File: src/rtl/rca_pkg.sv
// Shared types and helpers for the sequential wide adder and its chunk datapath.
// Holds the FSM state encoding, default widths and the chunk-index width function.
// No logic or timing of its own.
package rca_pkg;

    typedef enum logic [1:0] {
        IDLE = 2'd0,
        RUN  = 2'd1,
        DONE = 2'd2
    } state_t;

    localparam int DEF_W = 16;
    localparam int DEF_N = 4;

    // A single-chunk add still needs a one-bit index register.
    function automatic int idx_width(input int chunks);
        return (chunks > 1) ? $clog2(chunks) : 1;
    endfunction

endpackage

File: src/rtl/rca_chunk_cin.sv
// N-bit ripple-carry adder with carry-in, one full-adder cell per bit.
// Purely combinational, zero cycles.
// No handshake.
module rca_chunk_cin #(
    parameter int N = 4
) (
    input  logic [N-1:0] a_i,
    input  logic [N-1:0] b_i,
    input  logic         cin_i,
    output logic [N-1:0] sum_o,
    output logic         cout_o
);

    logic [N:0] carry;

    assign carry[0] = cin_i;

    for (genvar i = 0; i < N; i++) begin : g_bit
        rca_fa u_fa (
            .a_i (a_i[i]),
            .b_i (b_i[i]),
            .c_i (carry[i]),
            .s_o (sum_o[i]),
            .c_o (carry[i+1])
        );
    end

    assign cout_o = carry[N];

endmodule

File: src/rtl/rca_fa.sv
// One-bit full adder cell.
// Purely combinational, zero cycles.
// No handshake.
module rca_fa (
    input  logic a_i,
    input  logic b_i,
    input  logic c_i,
    output logic s_o,
    output logic c_o
);

    assign s_o = a_i ^ b_i ^ c_i;
    assign c_o = (a_i & b_i) | (c_i & (a_i ^ b_i));

endmodule

File: src/rtl/rca_seq_wide_adder.sv
// W-bit adder built from one N-bit ripple stage, one chunk per cycle LSB first.
// Latency: out_valid rises W/N edges after the accept edge.
// Backpressure: result held in DONE until out_ready; accepts only in IDLE.
module rca_seq_wide_adder
    import rca_pkg::*;
#(
    parameter int W = DEF_W,
    parameter int N = DEF_N
) (
    input  logic         clk,
    input  logic         rst_n,
    input  logic         in_valid,
    output logic         in_ready,
    input  logic [W-1:0] in_a,
    input  logic [W-1:0] in_b,
    output logic         out_valid,
    input  logic         out_ready,
    output logic [W:0]   out_sum,
    output logic         busy
);

    localparam int CHUNKS = W / N;
    localparam int IW     = idx_width(CHUNKS);

    if (N < 1 || W < N || (W % N) != 0) begin : g_bad_params
        $error("rca_seq_wide_adder: W must be a positive multiple of N");
    end

    state_t          state_q, state_d;
    logic [W-1:0]    a_q, a_d;
    logic [W-1:0]    b_q, b_d;
    logic [W:0]      sum_q, sum_d;
    logic [IW-1:0]   idx_q, idx_d;
    logic            carry_q, carry_d;

    logic [N-1:0]    chunk_a, chunk_b, chunk_s;
    logic            chunk_c;
    logic            last_chunk;

    assign chunk_a    = a_q[idx_q*N +: N];
    assign chunk_b    = b_q[idx_q*N +: N];
    assign last_chunk = (idx_q == IW'(CHUNKS - 1));

    rca_chunk_cin #(.N(N)) u_chunk (
        .a_i    (chunk_a),
        .b_i    (chunk_b),
        .cin_i  (carry_q),
        .sum_o  (chunk_s),
        .cout_o (chunk_c)
    );

    always_ff @(posedge clk or negedge rst_n) begin
        if (!rst_n) begin
            state_q <= IDLE;
        end else begin
            state_q <= state_d;
        end
    end

    always_comb begin
        state_d = state_q;
        case (state_q)
            IDLE:    if (in_valid)   state_d = RUN;
            RUN:     if (last_chunk) state_d = DONE;
            DONE:    if (out_ready)  state_d = IDLE;
            default:                 state_d = IDLE;
        endcase
    end

    always_comb begin
        in_ready  = (state_q == IDLE);
        out_valid = (state_q == DONE);
        busy      = (state_q != IDLE);
    end

    // Operands are captured only on the IDLE accept, so input churn during RUN is harmless.
    always_comb begin
        a_d     = a_q;
        b_d     = b_q;
        sum_d   = sum_q;
        idx_d   = idx_q;
        carry_d = carry_q;
        case (state_q)
            IDLE: begin
                if (in_valid) begin
                    a_d     = in_a;
                    b_d     = in_b;
                    idx_d   = '0;
                    carry_d = 1'b0;
                end
            end
            RUN: begin
                sum_d[idx_q*N +: N] = chunk_s;
                carry_d             = chunk_c;
                idx_d               = idx_q + 1'b1;
                if (last_chunk) begin
                    sum_d[W] = chunk_c;
                end
            end
            default: ;
        endcase
    end

    always_ff @(posedge clk or negedge rst_n) begin
        if (!rst_n) begin
            a_q     <= '0;
            b_q     <= '0;
            sum_q   <= '0;
            idx_q   <= '0;
            carry_q <= 1'b0;
        end else begin
            a_q     <= a_d;
            b_q     <= b_d;
            sum_q   <= sum_d;
            idx_q   <= idx_d;
            carry_q <= carry_d;
        end
    end

    assign out_sum = sum_q;

endmodule

File: config.mk
export PLATFORM = sky130hd
export DESIGN_NAME = rca_seq_wide_adder
export DESIGN_NICKNAME = d
export VERILOG_FILES = /design/src/rtl/rca_pkg.sv /design/src/rtl/rca_chunk_cin.sv /design/src/rtl/rca_fa.sv /design/src/rtl/rca_seq_wide_adder.sv
export SDC_FILE = /design/constraint.sdc
export NUM_CORES = 1
export LEC_CHECK = 0
export BUFFER_PORTS_ARGS = -buffer_cell sky130_fd_sc_hd__buf_2
export CORE_MARGIN = 4
export CORE_UTILIZATION = 50
export CTS_BUF_LIST = sky130_fd_sc_hd__clkbuf_16
export DETAILED_ROUTE_END_ITERATION = 6
export HOLD_SLACK_MARGIN = 0.15
export PLACE_DENSITY = 0.83
export SYNTH_ARGS = -nofsm -noshare
export SYNTH_HDL_FRONTEND = slang
export SYNTH_SLANG_ARGS = --single-unit
File: constraint.sdc
create_clock -name clk -period 7.2 [get_ports clk]
set_input_delay 0 -clock clk [delete_from_list [all_inputs] [get_ports clk]]
set_output_delay 0 -clock clk [all_outputs]
set_load 0.05 [all_outputs]
* Yosys cells after proc, flatten, opt, wreduce, memory -nomap -nowiden *
Index checks and enable logic that the tools add are counted.

storage, ports and cells
  register bits after elaboration = 54
  bits of input ports = 36
  output and inout bits = 20
  logic and storage cells = 54

cells by class
  add/sub/neg operators = 2
  equal/unequal tests = 6
  shift-type cells = 4
  mux-type cells = 10
  bitwise logic cells = 20
  reductions and logical operators = 6

operators with widths
  kind                                                    number
  negation 4 -> 34 bit                                    1
  variable shift 4 x 34 -> 17 bit (first input constant)  1
  indexed part select 4 x 34 -> 17 bit                    1
  indexed part select 16 x 5 -> 4 bit                     2
  bitwise mux 17 bit                                      1
  AND 1 bit                                               8
  two-way mux 2 bit                                       4
  XOR 1 bit                                               8
  case mux 2 bit (3 select lines)                         1
  == test 2 bit (second input constant)                   2
  inequality test 2 bit (second input constant)           2
  OR 1 bit                                                4
  case mux 2 bit (2 select lines)                         1
  AND reduction 2 bit                                     2
  nonzero test 2 bit                                      2
  AND reduction 3 bit                                     1
  adder 2 x 1 -> 2 bit (second input constant)            1
  == test 2 x 1 -> 1 bit (second input constant)          1
  zero test 2 bit                                         1
  two-way mux 1 bit                                       2
  inequality test 2 x 1 -> 1 bit (second input constant)  1
  case mux 1 bit (2 select lines)                         1

* Depth between registers and ports, before layout *
  word-level depth = 12
  gate-level depth with buffers = 12
  depth with buffers taken out = 11

* Modules after synthesis *
From an unflattened synthesis, not the netlist that was laid out.

unflattened totals
  cells, all modules = 169
  area, all modules = 2,531.2 µm²

by module, submodules not included
  module              instances  cells each  area each (µm²)  seq. area each (µm²)
  rca_seq_wide_adder  1          165         2,451.1          1,351.3
  rca_fa              4          1           20.0             0.0

* Least setup slack after synthesis *
OpenSTA, ideal clock, no wires.

  kind = reg-to-reg
  start point = register idx_q[1]
  end point = register sum_q[11], in the netlist out_sum[11]
  setup time = 121 ps
  arrival = 2,714 ps
  required time = 7,079 ps
  slack = 4,365 ps
  stages on the path, launching flop included = 12
  buffers on the path = 1
  clock period less this slack = 2,835 ps
  cell sequence = dfrtp_1 -> clkbuf_1 -> mux4_2 -> inv_1 -> fa_1 -> inv_1 -> fa_1 -> inv_1 -> fa_1 -> inv_1 -> fa_1 -> a22o_1

between the ends
  cells in the longest elaborated chain, start to end = 11
  elaborated cells between the ends (all ways) = 23
  those cells by class = add/sub: 1; shift: 4; mux: 1; bitwise: 17

RTL lines
  element                                                 RTL line                                            text
  start: declaration                                      rca_seq_wide_adder.sv:33                            logic [IW-1:0] idx_q, idx_d;
  start signal: assignment                                rca_seq_wide_adder.sv:115                           idx_q <= idx_d;
  indexed part select 16 x 5 -> 4 bit (on tied branches)  rca_seq_wide_adder.sv:40, rca_seq_wide_adder.sv:41
  XOR 1 bit                                               rca_fa.sv:12, rca_fa.sv:13
  AND 1 bit                                               rca_fa.sv:13                                        assign c_o = (a_i & b_i) | (c_i & (a_i ^ b_i));
  OR 1 bit                                                rca_fa.sv:13
  AND 1 bit                                               rca_fa.sv:13
  OR 1 bit                                                rca_fa.sv:13
  AND 1 bit                                               rca_fa.sv:13
  OR 1 bit                                                rca_fa.sv:13
  XOR 1 bit                                               rca_fa.sv:12                                        assign s_o = a_i ^ b_i ^ c_i;
  indexed part select 4 x 34 -> 17 bit                    rca_seq_wide_adder.sv:93                            sum_d[idx_q*N +: N] = chunk_s;
  bitwise mux 17 bit (*)                                  rca_seq_wide_adder.sv:93
  end signal: assignment                                  rca_seq_wide_adder.sv:114                           sum_q <= sum_d;
  end: declaration                                        rca_seq_wide_adder.sv:32                            logic [W:0] sum_q, sum_d;

Every way passes the cells marked *; elsewhere a longest branch is shown, timed or not.
A chain may end at the register's enable or synchronous reset.

* Worst setup path in the final report *
  start point = register idx_q[0]
  end point = register sum_q[7], in the netlist out_sum[7]

Same word-level chain as after synthesis.

==> summary.md <==
| Metric | Value |
|---|---|
| Die width | `81.1 µm` |
| RSZ-0062 raised after global routing | `no` |
| Clock latency on the worst-skew pair | `0.29 ns` |
| Ant. Diodes | `0` |
| Mux contribution to synthesized area | `24.8%` |
| Fmax achieved | `312 MHz` |
| Combinational family with the most area after synthesis | `multiplexers` |
| Clock skew | `0.00749 ns` |
| Final Hold Viols | `0` |
| Rel. slew slack | `51.2%` |
| Share of cells above drive strength 1 | `39.6%` |
| Crit Path Class | `flop to flop` |
| Initial antenna violation count | `0` |
| DRC viols | `0` |
| FP Rows | `26` |
| First DRT Iteration DRCs | `77` |
| Simple-Gate Fraction of Synth Area | `5.11%` |
| CTS HTree Levels | `2` |
| Initial Util | `around half` |
| TritonCTS clock tree | `built` |
| Vias in the first global route | `1836` |
| Max-capacitance violation count | `0` |
| Commonest cells after routing, fill and taps aside | `buf_2, dfrtp_1, dlygate4sd3_1` |
| Core area | `5140 µm²` |
| Area share of fa/ha/maj cells after synthesis | `under 10%` |
| Post-DP HPWL | `roughly 3500 µm` |
| Avg Inst Size Synth | `between 15 and 20 µm²` |
| CP endpoint kind | `flop` |
| First-pass GRT wire length | `9080 µm` |
| Max FO, Critical Path | `17` |
| Ranking of synthesized cells by area | `dfrtp_1, mux2_4, mux4_2` |
| Total gr overflow | `0` |
| Arrival @ worst endpoint | `3.39 ns` |
| Pin count of the biggest net entering global routing | `55` |
| Design Area, Final | `3430 µm²` |
| Cell taking the most area after synthesis | `dfrtp_1` |
| RePlAce Congestion | `0.791` |
| Synth Instances | `177` |
| Port buffer count | `55` |
| Worst setup SP type | `flop` |
| Outcome | `finished, final reports clean` |
| Register area share after synthesis | `50.6%` |
| FF-to-FF End | `out_sum[7]` |
| FF-to-FF setup slack | `3.99 ns` |
| Via count | `1724` |
| Postcts setup bufs | `0` |
| Crit path launch | `idx_q[0]` |
| Hold-fix buffers, CTS | `35` |
| Worst Path Required | `7.38 ns` |
| Num CTS Buffers | `5` |
| Post-CTS resize count | `0` |
| Final ANT Viol Nets | `0` |
| Mapped Nets | `224` |
| Clock sinks | `54` |
| WHS | `0.356 ns` |
| Reg2reg path depth | `10` |
| Xor and xnor area share after synthesis | `0%` |
| Max IR drop VDD | `278 µV` |
| Fin nets | `around 310` |
| Clock transition at path regs | `0.07 ns` |
| Compound-gate portion of the synthesized area | `7.07%` |
| Most common cell after layout, fill and taps aside | `buf_2` |
| Reg-to-reg startpoint | `idx_q[0]` |
| P_leak | `1.68 nW` |
| I/O pin cnt | `between 50 and 60` |
| Placed Area | `2940 µm²` |
| Drt wl/cell | `16.0 µm` |
| Setup crit end | `out_sum[7]` |
| Setup TNS | `0 ns` |
| Worst-margin pin slew | `0.732 ns` |
| Tot GR Track Use | `roughly 18%` |
| Pwr per Cell Area | `484 nW/µm²` |
| Post-layout min period | `3.21 ns` |
| Via-to-Cell Ratio | `about 5` |
| Yosys cell types | `28` |
| Power, Total | `1.66 mW` |
| Area grow syn2layout | `28.4%` |
| First drt pass iteration count | `4` |
| Final setup viols | `0` |
| Final WL | `5400 µm` |
| Synthesized cell area | `2670 µm²` |
| Die height | `81.1 µm` |
| Post-synth top area share | `50.6%` |
| Die Area | `approximately 6600 µm²` |
| Final period util | `44.5%` |
| Register bit count reported by yosys | `between 50 and 60` |
| Clock Tree Buf Depth | `2` |
| Synth warn | `0` |
| Worst Hold Class | `input pin to asynchronous set/reset pin` |
| Clock root buffer master | `clkbuf_16` |
| Max Slew Vio Count | `0` |
cell families after synthesis:
kind of cell             count (synthesis)
flip-flops                              54
multiplexers                            41
buffers and inverters                   24
AND/OR/NAND/NOR                         24
AO/OA/AOI/OAI                           23
adder cells (fa/ha/maj)                 11
power by group:
| part | total (mW) | switching, mW | leakage [nW] | internal, mW |
|---|---|---|---|---|
| Clock | 0.230 | 0.103 | 0.0672 | 0.127 |
| Sequential | 0.551 | 0.115 | 0.670 | 0.437 |
| Combinational | 0.879 | 0.461 | 0.940 | 0.418 |
| Total | 1.66 | 0.678 | 1.68 | 0.982 |
synth_stat cells (all sizes together):
cell type,n
dfrtp,54
mux2,32
inv,16
a22o,15
mux4,8
ha,7
buf,6
fa,4
nand2,4
nand3b,4
nor2,4
o41ai,4
a21oi,3
nor3,3
clkbuf,2
nand2b,2
nor4,2
and2,1
and2b,1
mux2i,1
nand3,1
nor2b,1
o21bai,1
or2,1
worst min-delay path by stage:
stage | slack [ns] | from | endpoint | cells after the start
2_1_floorplan | -0.30 | rst_n | a_q[0] | 0
3_3_place_gp | 0.15 | rst_n | out_sum[4] | 2
3_5_place_dp | 0.16 | rst_n | out_sum[9] | 2
4_1_cts | 0.39 | rst_n | out_sum[9] | 3
5_1_grt | 0.43 | rst_n | out_sum[9] | 3
6_report | 0.36 | rst_n | out_sum[5] | 3
registers in the layout, indices dropped and copies added, names as in the netlist:
name and count:
out_sum 17, a_q 16, b_q 16, idx_q 2
state_q 2, carry_q 1
metrics by stage:
step / instances / setup slack [ns] / utilization (%)
after floorplan: 177 / 4.37 / -
after global placement: 295 / 4.05 / 57.2
after detailed placement: 295 / 3.98 / 57.2
after CTS: 338 / 3.95 / 66.7
after global routing: 338 / 3.75 / 66.7
final: 338 / 3.99 / 66.7
cell type report:
| type | count | area [µm²] |
|---|---|---|
| clock inverters | 3 | 16.3 |
| well taps | 70 | 87.6 |
| repair buffers | 91 | 633 |
| flip-flops and latches | 54 | 1350 |
| inverters | 16 | 60.1 |
| fillers | 389 | 1710 |
| clock buffers | 5 | 125 |
| multi-input cells | 99 | 1160 |
per-layer routing:
metal  global-route usage [%]  wire, µm  up-vias
li1                         -         -      822
met1                     23.9      2350      840
met2                     30.8      2670       55
met3                     4.99       315        7
met4                     4.56        53        0
met5                        0         0        -
critical path, cell delays in order (launching register included):
cell and delay, ns:
dfrtp_1 0.82, mux4_2 0.60, inv_1 0.09, fa_1 0.16
inv_1 0.05, fa_1 0.35, inv_1 0.08, fa_1 0.15
inv_1 0.05, fa_1 0.51, a22o_1 0.23
Power figures use the tool's default switching activity.
